### src/rtl/rr_arbiter8_if.sv
// Bus bundle between the requesters and the eight-way round-robin arbiter.
// The master side drives enable and requests; the slave side (the arbiter)
// returns the one-hot grant, its binary index and the busy flag.
interface rr_arbiter8_if;
    logic       en;
    logic [7:0] req;
    logic [7:0] gnt;
    logic [2:0] gnt_id;
    logic       busy;

    modport master (
        output en,
        output req,
        input  gnt,
        input  gnt_id,
        input  busy
    );

    modport slave (
        input  en,
        input  req,
        output gnt,
        output gnt_id,
        output busy
    );
endinterface

### src/rtl/rr_arbiter8.sv
// Eight-way round-robin arbiter with registered one-hot grant.
// The owner keeps the grant while it requests; priority rotates from the
// most recent owner, and an optional hold timeout forces rotation when
// another requester is waiting.
module rr_arbiter8 #(
    parameter int MAX_HOLD = 16
) (
    input  logic         clk,
    input  logic         rst,
    rr_arbiter8_if.slave bus
);

    // Hold counter must represent 0..MAX_HOLD, never narrower than one bit.
    localparam int HW = (MAX_HOLD < 1) ? 1 : $clog2(MAX_HOLD + 1);
    localparam logic [HW-1:0] HOLD_MAX = HW'(MAX_HOLD);
    localparam logic [HW-1:0] HOLD_EXP = HW'(MAX_HOLD - 1);

    typedef enum logic [0:0] {
        IDLE  = 1'b0,
        GRANT = 1'b1
    } state_t;

    state_t        state_q, state_d;
    logic [7:0]    gnt_q, gnt_d;
    logic [2:0]    gnt_id_q, gnt_id_d;
    logic          busy_q, busy_d;
    logic [2:0]    last_q, last_d;
    logic [HW-1:0] hold_q, hold_d;

    logic          expired_s;
    logic [3:0]    pick_s;
    logic [7:0]    others_s;
    logic          load_s;
    logic [2:0]    win_s;

    // First set bit of r searching base+1, base+2, ... base+8 (mod 8).
    // Result is {found, index}. Iterating backwards lets the earliest
    // position in search order overwrite later ones.
    function automatic logic [3:0] find_next(input logic [7:0] r,
                                             input logic [2:0] base);
        logic [3:0] res;
        logic [2:0] idx;
        res = 4'b0000;
        for (int off = 8; off >= 1; off--) begin
            idx = base + off[2:0];
            if (r[idx]) begin
                res = {1'b1, idx};
            end else begin
                res = res;
            end
        end
        return res;
    endfunction

    // One-hot decode of a requester index.
    function automatic logic [7:0] onehot(input logic [2:0] idx);
        return 8'b0000_0001 << idx;
    endfunction

    // Timeout fires on the edge where the owner completes its MAX_HOLD-th cycle.
    always_comb begin
        expired_s = (MAX_HOLD != 0) && (hold_q == HOLD_EXP);
    end

    // Next-state selection: release, handover, preemption and hold counting.
    always_comb begin
        state_d  = state_q;
        gnt_d    = gnt_q;
        gnt_id_d = gnt_id_q;
        last_d   = last_q;
        hold_d   = hold_q;
        pick_s   = 4'b0000;
        others_s = 8'h00;
        load_s   = 1'b0;
        win_s    = 3'd0;

        if (!bus.en) begin
            // Disabled: drop the grant but remember who went last.
            state_d = IDLE;
            gnt_d   = 8'h00;
            hold_d  = '0;
        end else begin
            case (state_q)
                IDLE: begin
                    pick_s = find_next(bus.req, last_q);
                    if (pick_s[3]) begin
                        load_s = 1'b1;
                        win_s  = pick_s[2:0];
                    end else begin
                        gnt_d = 8'h00;
                    end
                end
                GRANT: begin
                    if (!bus.req[gnt_id_q]) begin
                        // Owner released: hand over without a bubble, or go idle.
                        pick_s = find_next(bus.req, gnt_id_q);
                        if (pick_s[3]) begin
                            load_s = 1'b1;
                            win_s  = pick_s[2:0];
                        end else begin
                            state_d = IDLE;
                            gnt_d   = 8'h00;
                            hold_d  = '0;
                        end
                    end else if (expired_s) begin
                        // Owner used its full slot: preempt only if someone waits.
                        others_s = bus.req & ~onehot(gnt_id_q);
                        if (others_s != 8'h00) begin
                            pick_s = find_next(others_s, gnt_id_q);
                            load_s = 1'b1;
                            win_s  = pick_s[2:0];
                        end else begin
                            hold_d = '0;
                        end
                    end else if (hold_q != HOLD_MAX) begin
                        hold_d = hold_q + HW'(1);
                    end else begin
                        hold_d = hold_q;
                    end
                end
                default: begin
                    state_d = IDLE;
                    gnt_d   = 8'h00;
                    hold_d  = '0;
                end
            endcase
        end

        if (load_s) begin
            state_d  = GRANT;
            gnt_d    = onehot(win_s);
            gnt_id_d = win_s;
            last_d   = win_s;
            hold_d   = '0;
        end else begin
            win_s = win_s;
        end

        busy_d = (gnt_d != 8'h00);
    end

    // State and output registers; last resets to 7 so requester 0 leads.
    always_ff @(posedge clk or posedge rst) begin
        if (rst) begin
            state_q  <= IDLE;
            gnt_q    <= 8'h00;
            gnt_id_q <= 3'd0;
            busy_q   <= 1'b0;
            last_q   <= 3'd7;
            hold_q   <= '0;
        end else begin
            state_q  <= state_d;
            gnt_q    <= gnt_d;
            gnt_id_q <= gnt_id_d;
            busy_q   <= busy_d;
            last_q   <= last_d;
            hold_q   <= hold_d;
        end
    end

    // Outputs come straight from registers.
    always_comb begin
        bus.gnt    = gnt_q;
        bus.gnt_id = gnt_id_q;
        bus.busy   = busy_q;
    end

endmodule

### src/flat_wrapper.sv
// flat-port wrapper written by rule: the top's interface ports become plain ports
module rr_arbiter8_flat 
#(
    parameter int MAX_HOLD = 16
)
  (clk, rst, bus_en, bus_req, bus_gnt, bus_gnt_id, bus_busy);
  rr_arbiter8_if bus_i ();
  input  logic clk;
  input  logic rst;
  input wire logic [$bits(bus_i.en)-1:0] bus_en;
  input wire logic [$bits(bus_i.req)-1:0] bus_req;
  output wire logic [$bits(bus_i.gnt)-1:0] bus_gnt;
  output wire logic [$bits(bus_i.gnt_id)-1:0] bus_gnt_id;
  output wire logic [$bits(bus_i.busy)-1:0] bus_busy;
  assign bus_i.en = bus_en;
  assign bus_i.req = bus_req;
  assign bus_gnt = bus_i.gnt;
  assign bus_gnt_id = bus_i.gnt_id;
  assign bus_busy = bus_i.busy;
  rr_arbiter8 #(.MAX_HOLD(MAX_HOLD)) u_core (.clk(clk), .rst(rst), .bus(bus_i));
endmodule
### config.mk
export PLATFORM = sky130hd
export DESIGN_NAME = rr_arbiter8_flat
export DESIGN_NICKNAME = d
export VERILOG_FILES = /design/src/rtl/rr_arbiter8_if.sv /design/src/rtl/rr_arbiter8.sv /design/src/flat_wrapper.sv
export SDC_FILE = /design/constraint.sdc
export NUM_CORES = 1
export LEC_CHECK = 0
export BUFFER_PORTS_ARGS = -buffer_cell sky130_fd_sc_hd__buf_2
export CORE_ASPECT_RATIO = 0.8
export CORE_MARGIN = 2
export CORE_UTILIZATION = 55
export DETAILED_ROUTE_END_ITERATION = 7
export PLACE_DENSITY = 0.8
export SLEW_MARGIN = 15
export SYNTH_ARGS = -nofsm -noshare
export SYNTH_HDL_FRONTEND = slang
export SYNTH_SLANG_ARGS = --single-unit
### constraint.sdc
create_clock -name clk -period 8.9 [get_ports clk]
set_clock_uncertainty 0.2 [all_clocks]
set_input_delay 1.335 -clock clk [delete_from_list [all_inputs] [get_ports clk]]
set_output_delay 1.335 -clock clk [all_outputs]
set_load 0.02 [all_outputs]
==> parameters.txt, run 1 <==
Parameter                              Value

STA
  Relative slew slack    0.2430
  Count of final setup violators    0
  Post-layout min period    5.051 ns
  Tightest Pin Transition    1.135 ns
  Fin crit share    0.5675
  Setup repair after global routing missed its margin    false
  TNS Setup    0 ns
  Max-slew violation count    0
  Final hold violation count    0
  Max Freq    198.0 MHz

GRT
  Maximum number of pins on one net before global-route repair    36
  Antenna violations before repair    0
  Vias in the first global route    3263
  First-pass GRT wire length    16.79 mm
  Gr ovfl total    0
  Overall routing resource usage    0.2595

Routing
  Length of the first detailed-routing pass in iterations    6
  Per-cell routed wire length    20.30 µm
  Initial drt markers    461
  Count of nets left with antenna violations after detail routing    0
  Via-to-Cell Ratio    7.213
  Routed wire length    10.29 mm
  Via count    3657
  DRC violations left    0

Setup path
  Arrival time worst endpoint    5.02 ns
  Cell family with most CP delay    simple AND/OR/NAND/NOR gates
  Critical path startpoint    u_core.bus.gnt_id[0]
  Slowest cell on the critical path    ha_1
  RR Endpoint    u_core.bus.gnt[3]
  Kind of start point of the critical path    flip-flop
  Worst endpoint required time    8.87 ns
  Number of logic stages on the critical path including buffering    11
  Buffer and inverter count on the worst path    2
  Critical path capture point    u_core.bus.gnt[3]
  Critical path type    reg -> reg
  Kind of capture point of the worst setup path    flip-flop
  Reg2Reg Depth    11
  Worst-path cell chain    buf_4 > inv_2 > ha_1 > mux4_1 > mux2i_1 > and4_1 > nand2_1 > o311a_1 > nor2b_1 > or4b_1 > o31ai_1
  Crit Path Max Fanout    35
  Slack of the worst reg-to-reg path    3.85 ns
  RR Startpoint    u_core.bus.gnt_id[0]
  Crit path largest cell delay    1.12 ns

Clocking
  Number of setup buffers added after CTS    0
  Resized cells post-CTS    0
  Clock transition at path regs    0.07 ns
  Number of sinks driven by the clock tree    21
  Clock network latency to the later pin of the worst-skew pair    0.26 ns
  Total of hold buffers inserted after clock tree synthesis    0
  TritonCTS clock tree    yes
  Number of buffers created by CTS    3
  Clock Tree Buf Depth    2
  CTS root buffer    clkbuf_8
  CTS H-Tree Depth    1

Status
  Result of the run    complete, no violations

Layout
  Post-layout net count    444
  Layout cells sized above 1    0.2310
  Count of fill cells added during filler insertion    610
  Commonest cells after routing, fill and taps aside    nand2_1, mux4_2, nor2_1
  Final cell utilization of the core    0.5747
  Most frequent standard cell in the layout excluding fill and tap cells    nand2_1
  Layout overhead on the synthesized area    0.1260%
  Antenna diodes    0

Yosys
  Number of synthesized flops with an enable pin    0
  Area share of the largest cell type after synthesis    0.1813
  Post-Synthesis Cell Area    3975 µm²
  Synthesized Nets    457
  Cells after Synth    434
  Syn_area_per_cell    9.159 µm²
  Count of yosys warnings during synthesis    0
  Fraction of the yosys area taken by sequential cells    0.1331
  Total of flip-flops plus latches after synthesis    21
  Fraction of registers with async set or reset after synthesis    1.000
  Most area-consuming cells after synthesis    mux4_2, dfrtp_1, mux2i_1
  Number of distinct library cell variants in the gate-level netlist after synthesis    87
  Largest area contributor in the synthesized netlist    mux4_2
  Primary FF master, synth    dfrtp_1

Placed design
  Placed wire-length estimate after detailed placement    7.405 mm
  Number of port buffers    22
  Gpl congestion    0.9548

Min path
  Hold Path Class    reg -> reg
  Start point of the worst min-delay path    u_core.bus.gnt[2]

Die
  Initial core utilization    0.5740
  Area enclosed by the die boundary    7928 µm²
  Core Area    6925 µm²
  Height of the die    80.04 µm
  I/O pin count    23
  Die width    99.05 µm
  Row count    27

Flow run
  Max Cap Violations    0
==> worst register-to-register path, cell delays in order, from the launching register on <==
cell and delay (ns):
dfrtp_1 0.33, buf_4 0.39, inv_2 0.29, ha_1 1.12, mux4_1 0.47, mux2i_1 0.15, and4_1 0.26, nand2_1 0.10
o311a_1 0.18, nor2b_1 0.59, or4b_1 0.63, o31ai_1 0.25
==> routing by layer <==
layer,share of wire,global-route usage,vias up
met5,0,0,-
met4,0.0057,0.04384,0
met3,0.093,0.02977,11
met2,0.46,0.4054,218
met1,0.44,0.3919,1766
li1,-,-,1662
==> Yosys cell counts (all sizes together) (12+ instances only) <==
library cell	count
nand2b	12
buf	30
a21oi	23
o21ai	23
ha	12
mux2	19
inv	15
mux2i	18
nor2	26
nor2b	14
nand2	34
dfrtp	18
clkbuf	12
mux4	35
==> final cells by class <==
type	instances	area [µm²]	share of cell area
Tap cell	87	108.9	0.02735
Multi-Input combinational cell	356	3115	0.7828
Inverter	15	56.30	0.01415
Sequential cell	21	529.3	0.1330
Timing Repair Buffer	24	125.1	0.03144
Clock buffer	4	45.04	0.01132
==> registers in the layout, indices dropped and copies added (netlist names) <==
| name | cells |
|---|---|
| u_core.bus.busy | 1 |
| u_core.bus.gnt | 8 |
| u_core.bus.gnt_id | 3 |
| u_core.hold_q | 5 |
| u_core.last_q | 3 |
| u_core.state_q | 1 |
==> how the worst min path moves through the flow <==
stage          slack [ns]  cells after the start                end
2_1_floorplan        0.33                      2   u_core.hold_q[3]
3_3_place_gp         0.29                      2  u_core.bus.gnt[2]
3_5_place_dp         0.30                      2  u_core.bus.gnt[3]
4_1_cts              0.32                      2  u_core.bus.gnt[3]
5_1_grt              0.35                      2  u_core.bus.gnt[2]
6_report             0.32                      2  u_core.bus.gnt[2]
==> stage by stage <==
stage / setup WS [ns] / instance area (µm²) / instances / hold slack (ns)
6_report: 3.849 / 3980 / 507 / 0.3164
5_1_grt: 3.421 / 3980 / 507 / 0.3511
4_1_cts: 3.886 / 3980 / 507 / 0.3212
3_5_place_dp: 3.911 / 3935 / 503 / 0.3045
3_3_place_gp: 4.088 / 3935 / 503 / 0.2854
2_1_floorplan: 4.929 / 3975 / 434 / 0.3307
==> kinds of logic after synthesis <==
| group | count (synthesis) | synth area share |
|---|---|---|
| AO/OA/AOI/OAI | 132 | 0.2480 |
| XOR/XNOR | 6 | 0.01700 |
| adder cells (fa/ha/maj) | 12 | 0.03777 |
| buffers and inverters | 57 | 0.08310 |
| flip-flops | 21 | 0.1331 |
| multiplexers | 72 | 0.3012 |
| AND/OR/NAND/NOR | 134 | 0.1797 |
Power of run 1 is left out: the tool's default activity adds up to more than one toggle a clock period on the data nets, which glitch-free logic cannot reach.
==> inputs of run 2 (changes only) <==
ABC_AREA = 1   (was not set)
PLACE_DENSITY = 0.81   (was 0.8)
clock period = 5.3 ns   (was 8.9 ns; I/O delays follow)
==> parameters.txt, run 2 <==
Parameter                              Value

Clocking
  Clock transition at path regs    0.08 ns
  Number of sinks driven by the clock tree    21
  Total of hold buffers inserted after clock tree synthesis    0
  Number of setup buffers added after CTS    0
  Clock Tree Buf Depth    2
  CTS root buffer    clkbuf_8
  CTS H-Tree Depth    1
  Clock network latency to the later pin of the worst-skew pair    0.26 ns
  TritonCTS clock tree    yes
  Resized cells post-CTS    0
  Number of buffers created by CTS    3

STA
  Crit path setup slack, layout    1.118 ns
  Tightest Pin Transition    0.7986 ns
  Relative slew slack    0.4676
  Setup repair after global routing missed its margin    false
  TNS Setup    0 ns
  Post-layout min period    4.182 ns
  Max Freq    239.1 MHz
  Max-slew violation count    0
  Fin crit share    0.7890
  Count of final setup violators    0
  Final hold violation count    0

Routing
  Uppermost metal layer occupied by signal nets    met3
  Routed wire length    8.450 mm
  Per-cell routed wire length    13.27 µm
  Routed metal-1 wire length    4.138 mm
  Count of nets left with antenna violations after detail routing    0
  Via-to-Cell Ratio    5.622
  Detail Route met3 WL    662 µm
  Via count    3581
  DRC violations left    0
  Length of the first detailed-routing pass in iterations    4
  DR WL met2    3.649 mm
  Initial drt markers    364

Layout
  Layout overhead on the synthesized area    4.994%
  Final cell utilization of the core    0.5968
  Post-layout net count    583
  Layout cells sized above 1    0.1503
  Most frequent standard cell in the layout excluding fill and tap cells    nand2_1
  Commonest cells after routing, fill and taps aside    nand2_1, nand3_1, inv_1
  Antenna diodes    0
  Non-Filler Cell Area, Final    3262 µm²
  Max FFs per register    8

Yosys
  Count of yosys warnings during synthesis    0
  Most used standard cells in the synthesized netlist    nand2_1, nand3_1, inv_1, nor2_1, o21ai_0
  Primary FF master, synth    dfrtp_1
  Largest area contributor in the synthesized netlist    nand2_1
  Fraction of the yosys area taken by sequential cells    0.1704
  Post-Synthesis Cell Area    3107 µm²
  Total of flip-flops plus latches after synthesis    21
  Synthesized Nets    568
  Most area-consuming cells after synthesis    nand2_1, nand3_1, dfrtp_1
  Number of distinct library cell variants in the gate-level netlist after synthesis    37
  Area share of the largest cell type after synthesis    0.2429
  Fraction of registers with async set or reset after synthesis    1.000
  Cells after Synth    545
  Syn_area_per_cell    5.700 µm²
  Cell with the most instances after synthesis    nand2_1
  Number of synthesized flops with an enable pin    0

Die
  Initial core utilization    0.5685
  Area enclosed by the die boundary    6270 µm²
  Row count    24
  Height of the die    71.22 µm
  Core Area    5465 µm²
  I/O pin count    23
  Die width    88.03 µm

Setup path
  Crit Path Max Fanout    25
  Slowest cell on the critical path    dfrtp_1
  Crit path largest cell delay    0.87 ns
  Worst endpoint required time    5.26 ns
  Cell family with most CP delay    simple AND/OR/NAND/NOR gates
  Cell type with the highest occurrence count on the critical path    nand2_1
  Slack of the worst reg-to-reg path    1.12 ns
  Critical path type    reg -> reg
  Kind of capture point of the worst setup path    flip-flop
  Buffer and inverter count on the worst path    3
  Arrival time worst endpoint    4.14 ns
  Worst-path cell chain    inv_2 > ha_1 > inv_2 > nand3_1 > nand3_1 > nand2_1 > nand3_1 > nand2_1 > nand2_1 > nand2_1 > nand2_1 > nand2_1 > nand2_1 > nand2_1 > nand2_1 > nand3_2 > nand2_1 > nor2_2 > inv_1 > a21oi_2 > nand2_1 > nor2_1 > nand2_1
  Kind of start point of the critical path    flip-flop

Flow run
  Max Cap Violations    0

Placed design
  Post-Place Cell Area    3216 µm²
  Placed wire-length estimate after detailed placement    6.809 mm
  Pre-CTS WS    1.229 ns
  Gpl congestion    0.9837
  Number of port buffers    22

GRT
  Gr ovfl total    0
  Overall routing resource usage    0.2766
  Antenna violations before repair    0
  Vias in the first global route    3095
  Maximum number of pins on one net before global-route repair    26
  First-pass GRT wire length    14.08 mm

Min path
  Hold Path Class    reg -> reg

Status
  Result of the run    complete, no violations
run 2: changes by cell type after synthesis, moves of 8 or more:
cell,change
nand2_1,+167
nand3_1,+81
inv_1,+42
mux4_2,-32
mux2i_1,-18
inv_2,+16
mux2_2,-13
clkbuf_1,-12
nand2b_1,-12
nor2b_1,-12
buf_2,-11
nand2_2,+10
a211oi_1,-8
and2_1,-8
run 2: worst paths after layout:
path                                      start                 to  cells after the start
setup / recovery           u_core.bus.gnt_id[0]    u_core.bus.busy                     23
hold / removal                u_core.bus.gnt[6]  u_core.bus.gnt[6]                      2
setup reg to reg           u_core.bus.gnt_id[0]    u_core.bus.busy                     23
hold reg to reg               u_core.bus.gnt[6]  u_core.bus.gnt[6]                      2
max in group asynchronous                   rst  u_core.bus.gnt[5]                      2
min in group asynchronous                   rst  u_core.bus.gnt[3]                      2
run 2: worst min-delay path: cells and delay by family (launching register included):
family           cells  cell delay [ns]
flip-flops           1             0.34
AND/OR/NAND/NOR      2             0.13
run 2: logic make-up after synthesis:
family / Yosys count / share of synthesized area
AND/OR/NAND/NOR: 355 / 0.5070
buffers and inverters: 89 / 0.1269
AO/OA/AOI/OAI: 63 / 0.1176
flip-flops: 21 / 0.1704
adder cells (fa/ha/maj): 12 / 0.04833
XOR/XNOR: 5 / 0.02981
run 2: routing by layer:
metal,vias up,track usage
met2,144,0.4167
met4,0,0.01178
met3,0,0.05876
met1,1648,0.4312
li1,1789,-
met5,-,0
run 2: area by class of cell:
cell class	count	area (µm²)
Clock buffer	3	41.29
Fill cell	566	2203
Inverter	76	287.8
Timing Repair Buffer	23	117.6
Multi-Input combinational cell	435	2183
Tap cell	78	97.59
Sequential cell	21	529.3
Clock inverter	1	5.005
run 2: stage by stage:
stage | hold WS (ns) | std cells
after floorplan | 0.3039 | 545
after global placement | 0.2861 | 633
after detailed placement | 0.2815 | 633
after CTS | 0.3018 | 637
after global routing | 0.3387 | 637
final | 0.3043 | 637
Power of run 2 is left out for the same reason.
